[config.mk]
export PLATFORM = sky130hd
export DESIGN_NAME = alu_issue_ctrl
export DESIGN_NICKNAME = d
export VERILOG_FILES = /design/src/rtl/alu_pkg.sv /design/src/rtl/alu_op_decode.sv /design/src/rtl/alu_issue_ctrl.sv
export SDC_FILE = /design/constraint.sdc
export NUM_CORES = 1
export LEC_CHECK = 0
export CAP_MARGIN = 40
export CORE_AREA = 2 2 95 97
export CTS_CLUSTER_DIAMETER = 150
export DETAILED_ROUTE_END_ITERATION = 7
export DIE_AREA = 0 0 97 99
export DONT_BUFFER_PORTS = 1
export PLACE_DENSITY = 0.72
export SYNTH_ARGS = -nofsm -noshare
export SYNTH_HDL_FRONTEND = slang
export SYNTH_SLANG_ARGS = --single-unit
[constraint.sdc]
create_clock -name clk -period 2 [get_ports clk]
set_input_delay 0.2 -clock clk [delete_from_list [all_inputs] [get_ports clk]]
set_output_delay 0.2 -clock clk [all_outputs]
set_load 0.05 [all_outputs]
[src/rtl/alu_pkg.sv]
// Shared definitions for the execute-stage ALU front end: ALUType codes,
// instruction class encoding and controller state encoding.
package alu_pkg;

  // ALUType codes understood by the 32-bit ALU
  localparam logic [3:0] ADD  = 4'd0;
  localparam logic [3:0] SUB  = 4'd1;
  localparam logic [3:0] SLL  = 4'd2;
  localparam logic [3:0] SLT  = 4'd3;
  localparam logic [3:0] XOR  = 4'd4;
  localparam logic [3:0] SRL  = 4'd5;
  localparam logic [3:0] OR   = 4'd6;
  localparam logic [3:0] AND  = 4'd7;
  localparam logic [3:0] NDEF = 4'd8;

  // Decoded instruction class
  typedef enum logic [1:0] {
    CLS_R   = 2'd0,
    CLS_I   = 2'd1,
    CLS_BR  = 2'd2,
    CLS_RSV = 2'd3
  } cls_e;

  // Controller states
  typedef enum logic [1:0] {
    IDLE = 2'd0,
    EXEC = 2'd1,
    DONE = 2'd2
  } state_e;

endpackage

[src/rtl/alu_op_decode.sv]
// Combinational decode of class/funct3/funct7[5] into the ALUType code and
// the second-operand select (immediate for I-type, rs2 otherwise).
module alu_op_decode
  import alu_pkg::*;
#(
  parameter int ALUopSize = 4
) (
  input  logic [1:0]           i_cls,
  input  logic [2:0]           i_funct3,
  input  logic                 i_funct7b5,
  output logic [ALUopSize-1:0] o_alu_type,
  output logic                 o_use_imm
);

  // Map the instruction fields onto an ALU operation
  always_comb begin
    o_alu_type = ALUopSize'(NDEF);
    o_use_imm  = 1'b0;
    case (i_cls)
      CLS_R, CLS_I: begin
        o_use_imm = (i_cls == CLS_I);
        case (i_funct3)
          // funct7[5] selects SUB only for register-register ops
          3'b000:  o_alu_type = ALUopSize'(((i_cls == CLS_R) && i_funct7b5) ? SUB : ADD);
          3'b001:  o_alu_type = ALUopSize'(SLL);
          3'b010:  o_alu_type = ALUopSize'(SLT);
          3'b100:  o_alu_type = ALUopSize'(XOR);
          3'b101:  o_alu_type = ALUopSize'(SRL);
          3'b110:  o_alu_type = ALUopSize'(OR);
          3'b111:  o_alu_type = ALUopSize'(AND);
          default: o_alu_type = ALUopSize'(NDEF);
        endcase
      end
      // Branches compare with XOR; equality shows up on the ALU Zero flag
      CLS_BR:  o_alu_type = ALUopSize'(XOR);
      default: o_alu_type = ALUopSize'(NDEF);
    endcase
  end

endmodule

[src/rtl/alu_issue_ctrl.sv]
// Execute-stage front end: accepts one decoded instruction, launches it into
// the external ALU for one cycle, captures the result and branch outcome and
// holds them until the consumer accepts. Not pipelined.
// Optional macro ALU_ILLEGAL_TRAP_EN adds out_err, flagging undefined ops.
module alu_issue_ctrl
  import alu_pkg::*;
#(
  parameter int DataSize  = 32,
  parameter int ALUopSize = 4
) (
  input  logic                 clk,
  input  logic                 rst,
  input  logic                 in_valid,
  output logic                 in_ready,
  input  logic [1:0]           in_cls,
  input  logic [2:0]           in_funct3,
  input  logic                 in_funct7b5,
  input  logic [DataSize-1:0]  in_rs1,
  input  logic [DataSize-1:0]  in_rs2,
  input  logic [DataSize-1:0]  in_imm,
  output logic [DataSize-1:0]  alu_src1,
  output logic [DataSize-1:0]  alu_src2,
  output logic [ALUopSize-1:0] alu_type,
  output logic                 alu_rst,
  input  logic [DataSize-1:0]  alu_result,
  input  logic                 alu_zero,
  output logic                 out_valid,
  input  logic                 out_ready,
  output logic [DataSize-1:0]  out_data,
  output logic                 out_taken
`ifdef ALU_ILLEGAL_TRAP_EN
  ,
  output logic                 out_err
`endif
);

  localparam logic [1:0] S_IDLE = IDLE;
  localparam logic [1:0] S_EXEC = EXEC;
  localparam logic [1:0] S_DONE = DONE;

  logic [1:0]           r_state;
  logic [DataSize-1:0]  r_src1;
  logic [DataSize-1:0]  r_src2;
  logic [ALUopSize-1:0] r_type;
  logic [1:0]           r_cls;
  logic [2:0]           r_funct3;
  logic                 r_valid;
  logic [DataSize-1:0]  r_data;
  logic                 r_taken;

  logic [ALUopSize-1:0] w_alu_type;
  logic                 w_use_imm;
  logic                 w_taken;

  alu_op_decode #(
    .ALUopSize (ALUopSize)
  ) u_decode (
    .i_cls      (in_cls),
    .i_funct3   (in_funct3),
    .i_funct7b5 (in_funct7b5),
    .o_alu_type (w_alu_type),
    .o_use_imm  (w_use_imm)
  );

  // Branch outcome from the ALU Zero flag of the XOR compare (BEQ/BNE only)
  always_comb begin
    w_taken = 1'b0;
    if (r_cls == CLS_BR) begin
      if (r_funct3 == 3'b000)      w_taken = alu_zero;
      else if (r_funct3 == 3'b001) w_taken = ~alu_zero;
    end
  end

  assign in_ready  = rst && (r_state == S_IDLE);
  assign alu_rst   = ~rst;
  assign alu_src1  = r_src1;
  assign alu_src2  = r_src2;
  assign alu_type  = r_type;
  assign out_valid = r_valid;
  assign out_data  = r_data;
  assign out_taken = r_taken;

  // Issue FSM: IDLE accepts, EXEC lets the ALU settle and captures, DONE holds
  always_ff @(posedge clk) begin
    if (!rst) begin
      r_state  <= S_IDLE;
      r_src1   <= '0;
      r_src2   <= '0;
      r_type   <= ALUopSize'(NDEF);
      r_cls    <= '0;
      r_funct3 <= '0;
      r_valid  <= 1'b0;
      r_data   <= '0;
      r_taken  <= 1'b0;
    end else begin
      case (r_state)
        S_IDLE: begin
          if (in_valid) begin
            r_src1   <= in_rs1;
            r_src2   <= w_use_imm ? in_imm : in_rs2;
            r_type   <= w_alu_type;
            r_cls    <= in_cls;
            r_funct3 <= in_funct3;
            r_state  <= S_EXEC;
          end
        end
        S_EXEC: begin
          r_data  <= alu_result;
          r_taken <= w_taken;
          r_valid <= 1'b1;
          r_state <= S_DONE;
        end
        S_DONE: begin
          if (out_ready) begin
            r_valid <= 1'b0;
            r_state <= S_IDLE;
          end
        end
        default: r_state <= S_IDLE;
      endcase
    end
  end

`ifdef ALU_ILLEGAL_TRAP_EN
  logic r_illegal;
  logic r_err;

  assign out_err = r_err;

  // Remember an undefined decode at accept, flag it with the result
  always_ff @(posedge clk) begin
    if (!rst) begin
      r_illegal <= 1'b0;
      r_err     <= 1'b0;
    end else begin
      if ((r_state == S_IDLE) && in_valid)
        r_illegal <= (w_alu_type == ALUopSize'(NDEF));
      if (r_state == S_EXEC)
        r_err <= r_illegal;
      else if ((r_state == S_DONE) && out_ready)
        r_err <= 1'b0;
    end
  end
`endif

endmodule
Yosys cells after proc, flatten, opt, wreduce, memory -nomap -nowiden

Index checks and enable logic that the tools add are counted.

Register bits: 109
Input port bits: 139
Output and inout port bits: 104
Word-level logic and storage cells: 49

Eq/ne operators: 14
Multiplexer cells: 13
Bitwise logic cells: 2
Reduce and logical (&&, ||, !) cells: 11

Operator list:

| kind                                                            | number |
|---|---|
| 32-bit 2-to-1 mux                                               | 1 |
| 4-bit case mux with 7 select lines                              | 1 |
| 3-bit == test, second input constant                            | 4 |
| 4-bit case mux with 2 select lines                              | 1 |
| 2-bit == test, second input constant                            | 3 |
| 3-bit by 1-bit == test with 1-bit output, second input constant | 2 |
| 3-bit zero test                                                 | 2 |
| 1-bit 2-to-1 mux                                                | 6 |
| 2-bit case mux with 3 select lines                              | 1 |
| 2-bit AND reduction                                             | 3 |
| 2-bit by 1-bit == test with 1-bit output, second input constant | 2 |
| 2-bit zero test                                                 | 2 |
| 2-bit 2-to-1 mux                                                | 2 |
| 2-bit != test, second input constant                            | 2 |
| 3-bit by 2-bit == test with 1-bit output, second input constant | 1 |
| 1-bit logical AND                                               | 2 |
| 1-bit NOT                                                       | 2 |
| 1-bit case mux with 2 select lines                              | 1 |
| 2-bit nonzero test                                              | 1 |
| 2-bit OR reduction                                              | 1 |

Depth between registers and ports, before layout

Gate-level depths: netlist of run 1.

Depth after elaboration: 5
Mapped depth: 5
Depth with buffers taken out: 3

By module

A second synthesis of run 1 with hierarchy kept.

Cell total of the unflattened synthesis: 492
Area, all modules: 4142.7 um2

By module, submodules not included:

| module         | times used | cells an instance | area an instance (um2) |
|---|---|---|---|
| alu_issue_ctrl | 1          | 480               | 4072.7 |
| alu_op_decode  | 1          | 12                | 70.1 |

Worst setup path before layout of run 1

Ideal clock, no wire load.

Path kind: input-to-output
From: input port rst
To: output port in_ready
Data arrival time: 1.473 ns
Required time: 1.800 ns
Slack: 0.327 ns
Stages: 3
Buffers on the path: 1
Path through: inv_2 clkbuf_1 nor3_1

Longest elaborated chain between the ends: 1

Ends and longest elaborated chain:

| item              | line                 | text |
|---|---|---|
| from (decl)       | alu_issue_ctrl.sv:12 | `input logic rst,` |
| 1-bit logical AND | alu_issue_ctrl.sv:74 | `assign in_ready = rst && (r_state == S_IDLE);` |
| to (decl)         | alu_issue_ctrl.sv:14 | `output logic in_ready,` |

No other way between the ends.

Worst setup path after layout of run 1

From: register r_state[1]
To: register r_type[0] (netlist: alu_type[0])

Longest elaborated chain between the ends: 2

Ends and longest elaborated chain:

| item                                 | line                  | text |
|---|---|---|
| from (decl)                          | alu_issue_ctrl.sv:41  | `logic [1:0] r_state;` |
| from (signal assigned)               | alu_issue_ctrl.sv:86  | `r_state <= S_IDLE;` |
| from (signal assigned)               | alu_issue_ctrl.sv:104 | `r_state <= S_EXEC;` |
| from (signal assigned)               | alu_issue_ctrl.sv:111 | `r_state <= S_DONE;` |
| 2-bit zero test                      | alu_issue_ctrl.sv:96  | `case (r_state)` |
| 2-bit AND reduction (no source line) | --                    |  |
| to (signal assigned)                 | alu_issue_ctrl.sv:89  | `r_type <= ALUopSize'(NDEF);` |
| to (signal assigned)                 | alu_issue_ctrl.sv:101 | `r_type <= w_alu_type;` |
| to (decl)                            | alu_issue_ctrl.sv:44  | `logic [ALUopSize-1:0] r_type;` |

No other way between the ends.
A chain may end at the register's enable or synchronous reset.

==> results of run 1 <==
## state kept, by name (all words and copies together), names as in the netlist
signal,cells
alu_src2,32
alu_src1,32
out_valid,1
alu_type,4
r_cls,2
r_funct3,3
out_taken,1
r_state,2
out_data,32
## critical path: stages (launching register included)
cell and delay [ns]:
dfxtp_1 0.39, or3b_1 0.42, or3_1 0.36, o41ai_2 0.32
## final cells by class
cell class | instances | area, um^2 | area share, %
clock buffer | 10 | 138 | 2.73
clock inverter | 6 | 45.0 | 0.894
inverter | 1 | 3.75 | 0.0745
multi-input combinational | 338 | 1730 | 34.4
sequential | 109 | 2180 | 43.3
tap | 108 | 135 | 2.68
timing repair buffer | 81 | 803 | 15.9
## cell families (layout without fill, tap and decap cells)
group	after synthesis	count (layout)	synth area share (%)
AND/OR/NAND/NOR	164	164	16.5
AO/OA/AOI/OAI	140	140	17.6
flip-flops	109	109	53.7
buffers and inverters	40	98	3.91
multiplexers	32	32	7.89
XOR/XNOR	2	2	0.432
## cells in the final DEF, fill, tap and decap left out, drive strengths merged
cell         netlist  layout
clkbuf            28      10
dlygate4sd3        0      70
dfxtp            109     109
nand3b             2       2
o21ai             34      34
nor3b              1       1
buf               11      11
nor3               3       3
or3b               2       2
inv                1       4
xor2               1       1
nand3              4       4
nand2            141     141
nor2b              4       4
xnor2              1       1
a21oi            104     104
o41ai              1       1
nor4b              1       1
nand2b             2       2
or3                1       1
a31oi              1       1
nor2               3       3
mux2i             32      32
clkinv             0       3
## through the flow
| step | instances | setup WS (ns) |
|---|---|---|
| after floorplan | 487 | 0.327 |
| after global placement | 566 | 0.486 |
| after detailed placement | 566 | 0.459 |
| after CTS | 651 | 0.421 |
| after global routing | 653 | 0.339 |
| final | 653 | 0.432 |
## power by group through the flow
stage	clock [W]	combinational (W)	sequential, W
after floorplan	0	0.000335	0.00292
after global placement	0	0.000378	0.00296
after detailed placement	0	0.000400	0.00296
after CTS	0.00129	0.000518	0.00291
after global routing	0.00139	0.000587	0.00293
final	0.00124	0.000527	0.00291
## per-layer routing
metal	vias up	GRT usage, %	routed length, um
li1	1727	-	-
met1	1606	23.0	4090
met2	189	39.0	5450
met3	24	7.66	996
met4	2	8.02	264
met5	-	0	13
## worst max-delay path by stage
stage / from / end / depth (start not counted) / slack (ns)
after global routing: r_state[1] / alu_type[0] / 3 / 0.34
after CTS: r_state[1] / alu_type[0] / 3 / 0.42
after floorplan: rst / in_ready / 3 / 0.33
final: r_state[1] / alu_type[0] / 3 / 0.43
after global placement: r_state[1] / alu_type[0] / 3 / 0.49
after detailed placement: r_state[1] / alu_type[0] / 3 / 0.46
==> results.py, run 1 <==
metrics = {
    "run_status": {
        "status": "finished, final reports clean",
    },
    "min_path": {
        "hold_class": "in -> reg",
        "hold_end": "r_state[1]",
        "min_from": "out_ready",
        "hold_depth": 2,
    },
    "synthesis": {
        "yosysSeqAreaShare_pct": 53.7,
        "syn_area_um2": 4060,
        "synthTopCellsByArea": "dfxtp_1 (54%), nand2_1 (13%), a21oi_1 (13%), mux2i_1 (7.9%), o21ai_0 (4.2%)",
        "synth.most_common_cell": "nand2_1",
        "synth_cells": 487,
        "ys_seq_elements": 109,
        "synth_edf_count": 0,
        "yosys.area.top_type": "dfxtp_1",
        "netlist-cell-type-count": 24,
        "synthTopCellsByCount": "nand2_1 (141), dfxtp_1 (109), a21oi_1 (104)",
        "synth_top_flop_cell": "dfxtp_1",
        "synth.top_cell.area_share_pct": 53.7,
        "synthArstFlopShare_pct": 0,
        "syn_area_per_cell_um2": 8.34,
        "yosysWarnings": 0,
        "syn-num-nets": 626,
    },
    "timing": {
        "slew_headroom_pct": 61.0,
        "fin_crit_ns": 1.57,
        "fin_tns_setup_ns": 0,
        "worstMarginPinSlew_ns": 0.584,
        "rsz0062_at_grt": "no",
        "skew_ns": 0.0106,
        "drv_slew": 0,
        "final_hold_viol_count": 0,
        "fmax_mhz": 638,
        "setup-violations-final": 0,
        "hold_ws_ns": 0.0332,
        "period_share_pct": 78.4,
    },
    "routing": {
        "viasPerCell": 5.43,
        "wl_per_cell_um": 16.6,
        "vias": 3548,
        "ant_nets": 0,
        "wirelength_um": 10800,
        "dr.pass1.iters": 4,
        "drc": 0,
        "drt-initial-drc-count": 170,
    },
    "grt": {
        "grt_pass1_wl_um": 16900,
        "antenna_found_initial": 1,
        "grt_start_max_net_pins": 89,
        "grt_usage_pct": 21.5,
        "grt_remaining_overflow": 0,
        "first_global_vias": 3468,
    },
    "place": {
        "portBuffers": 0,
        "place_area_um2": 4140,
        "dp_hpwl_um": 6910,
        "gp_congestion": 0.788,
    },
    "pwr": {
        "clock_power_share_pct": 26.5,
        "p_per_area_nw_per_um2": 927,
        "total_power_w": 0.00467,
        "switching_power_w": 0.00161,
        "p_int_w": 0.00306,
        "seqPwrFrac_pct": 62.2,
        "power.share.combinational_pct": 11.3,
        "leakagePower_nw": 2.01,
        "ir_drop_v": 0.000481,
        "p_sw_share_pct": 34.5,
    },
    "clock_network": {
        "htree_levels": 3,
        "cts_resized": 0,
        "cts_root_buf": "clkbuf_8",
        "cts_buffer_depth": 2,
        "clk_pin_slew_ns": 0.10,
        "cts_tree": "yes",
        "clock_latency_ns": 0.36,
        "clkSinkCount": 109,
        "postCtsHoldBufs": 69,
        "postCtsSetupBuffers": 0,
        "cts_made_buffers": 9,
    },
    "worst_setup_path": {
        "cp.arrival_ns": 1.84,
        "cp_data_required_time_ns": 2.27,
        "path_max_fanout": 7,
        "worst-setup-path-type": "reg -> reg",
        "end_kind": "flop",
        "r2r-end": "alu_type[0]",
        "cp-start-kind": "flop",
        "reg2reg_slack_ns": 0.43,
        "reg2reg_from": "r_state[1]",
        "r2r_cells": 3,
    },
    "layout": {
        "num-nets-final": 679,
        "n_antenna_cell": 0,
        "drive_gt1_share_pct": 6.24,
        "stdcell_area_um2": 5040,
        "syn_to_final_growth_pct": 24.2,
        "fillCellCount": 699,
        "final_util_pct": 59.0,
    },
    "floorplanning": {
        "die_x_um": 97,
        "fp.coreArea_um2": 8550,
        "dieArea_um2": 9600,
        "row_count": 34,
        "dieHeight_um": 99,
        "initial_core_util_pct": 47.5,
        "pin_count": 243,
    },
    "flow_run": {
        "max_cap_viol_count": 0,
    },
}
Power figures use the tool's default switching activity.
==> run 2, diff against run 1 <==
Clock period 2 ns to 1.64 ns, I/O delays scaled along.
==> run 2 against run 1 <==
Flip-flop and latch count unchanged. Design area up 20%. Hold slack worse by 0.010 ns. Highest routed layer is now met4.
==> results.py, run 2 (synthesis gave the netlist of run 1 again) <==
metrics = {
    "run_status": {
        "status": "finished, final reports clean",
    },
    "clock_network": {
        "cts_made_buffers": 9,
        "postCtsSetupBuffers": 0,
        "cts_buffer_depth": 2,
        "cts_root_buf": "clkbuf_8",
        "clkSinkCount": 109,
        "clock_latency_ns": 0.36,
        "htree_levels": 3,
        "cts_tree": "yes",
        "clk_pin_slew_ns": 0.11,
    },
    "layout": {
        "stdcell_area_um2": 6060,
        "num-nets-final": 791,
        "n_antenna_cell": 0,
        "syn_to_final_growth_pct": 49.2,
        "mostFrequentLayoutCell": "nand2_1",
        "drive_gt1_share_pct": 14.5,
        "final_cell_mix": "nand2_1 (141), dlygate4sd3_1 (121), dfxtp_1 (109)",
    },
    "pwr": {
        "p_sw_share_pct": 33.9,
        "power.share.combinational_pct": 22.5,
        "leakagePower_nw": 2.56,
        "p_per_area_nw_per_um2": 1020,
        "clock_power_share_pct": 27.1,
        "ir_drop_v": 0.000520,
        "seqPwrFrac_pct": 50.4,
        "switching_power_w": 0.00210,
        "p_int_w": 0.00410,
    },
    "timing": {
        "fmax_mhz": 679,
        "rsz0062_at_grt": "no",
        "skew_ns": 0.0124,
        "slew_headroom_pct": 63.2,
        "fin_tns_setup_ns": 0,
        "drv_slew": 0,
        "worstMarginPinSlew_ns": 0.551,
        "period_share_pct": 89.8,
        "final_hold_viol_count": 0,
        "setup-violations-final": 0,
        "fin_crit_ns": 1.47,
    },
    "grt": {
        "grt_usage_pct": 26.3,
        "grt_pass1_wl_um": 20300,
        "antenna_found_initial": 0,
        "grt_start_max_net_pins": 89,
        "grt_remaining_overflow": 0,
        "first_global_vias": 4129,
    },
    "worst_setup_path": {
        "cp.depth": 5,
        "critPathMaxStageDelay_ns": 0.32,
        "r2r_cells": 5,
        "cp_data_required_time_ns": 1.93,
        "cp.arrival_ns": 1.76,
        "cp_slowest_cell": "dfxtp_1",
        "critPathTopFamily": "buffers and inverters",
        "crit_buf_inv": 2,
        "path_max_fanout": 44,
        "worst-setup-path-type": "reg -> reg",
        "end_kind": "flop",
        "path_cells": "buf_4 > nor3b_4 > clkbuf_16 > o21ai_0 > a21oi_1",
        "cp-start-kind": "flop",
    },
    "floorplanning": {
        "row_count": 34,
        "pin_count": 243,
        "dieHeight_um": 99,
        "initial_core_util_pct": 47.5,
        "dieArea_um2": 9600,
        "die_x_um": 97,
        "fp.coreArea_um2": 8550,
    },
    "place": {
        "portBuffers": 0,
        "dp_hpwl_um": 7150,
        "gp_congestion": 0.825,
        "place_area_um2": 4610,
    },
    "routing": {
        "drt-initial-drc-count": 163,
        "drc": 0,
        "ant_nets": 0,
        "viasPerCell": 5.39,
        "dr.pass1.iters": 5,
        "wirelength_um": 13300,
        "wl_per_cell_um": 17.4,
        "vias": 4125,
    },
    "min_path": {
        "hold_depth": 2,
        "hold_class": "in -> reg",
    },
    "flow_run": {
        "max_cap_viol_count": 0,
    },
}
## run 2: stage by stage
step	setup slack, ns	hold slack, ns	total power, W	cells	utilization (%)
finish	0.167	0.0232	0.00620	765	70.9
floorplan	0.0394	0.300	0.00397	487	-
global route	0.0565	0.00743	0.00645	765	70.9
global placement	0.222	0.302	0.00423	626	53.9
detailed placement	0.188	0.306	0.00426	626	53.9
CTS	0.162	0.000305	0.00621	763	70.4
## run 2: routing by layer
layer	GRT usage (%)	vias to the layer above	share of wire, %
met4	12.2	0	2.8
met5	0	-	0
met2	48.8	218	52
met1	27.2	1906	37
met3	7.87	37	8.2
li1	-	1964	-
## run 2: layout make-up
type                       count  area (um^2)
multi-input combinational    338         1740
tap                          108          135
timing repair buffer         193         1790
clock inverter                 7         81.3
sequential                   109         2180
inverter                       1         3.75
clock buffer                   9          124
fill                         614         2490
## run 2: power by group through the flow
stage                     sequential [W]  combinational (W)  clock [W]
after global placement           0.00318            0.00105          0
after floorplan                  0.00356           0.000408          0
after CTS                        0.00312            0.00134    0.00175
after detailed placement         0.00318            0.00108          0
final                            0.00313            0.00140    0.00168
after global routing             0.00314            0.00149    0.00182
## run 2: repair_timing
| action | in CTS | in global routing |
|---|---|---|
| endpoints found under the setup margin | 0 | 1 |
| hold buffers | 121 | 0 |
| resized for setup | 0 | 2 |
| endpoints found under the hold margin | 107 | 0 |
## run 2: worst paths after layout
check	startpoint	to	slack (ns)
worst max-delay path	r_state[1]	alu_src2[10]	0.17
worst min-delay path	in_funct3[0]	alu_type[0]	0.02
worst max register to register	r_state[1]	alu_src2[10]	0.17
worst min register to register	out_data[22]	out_data[22]	0.46
## run 2: worst reg2reg max path, stage by stage, from the launching register on
cell and delay [ns]:
dfxtp_1 0.32, buf_4 0.15, nor3b_4 0.32, clkbuf_16 0.30, o21ai_0 0.15, a21oi_1 0.16
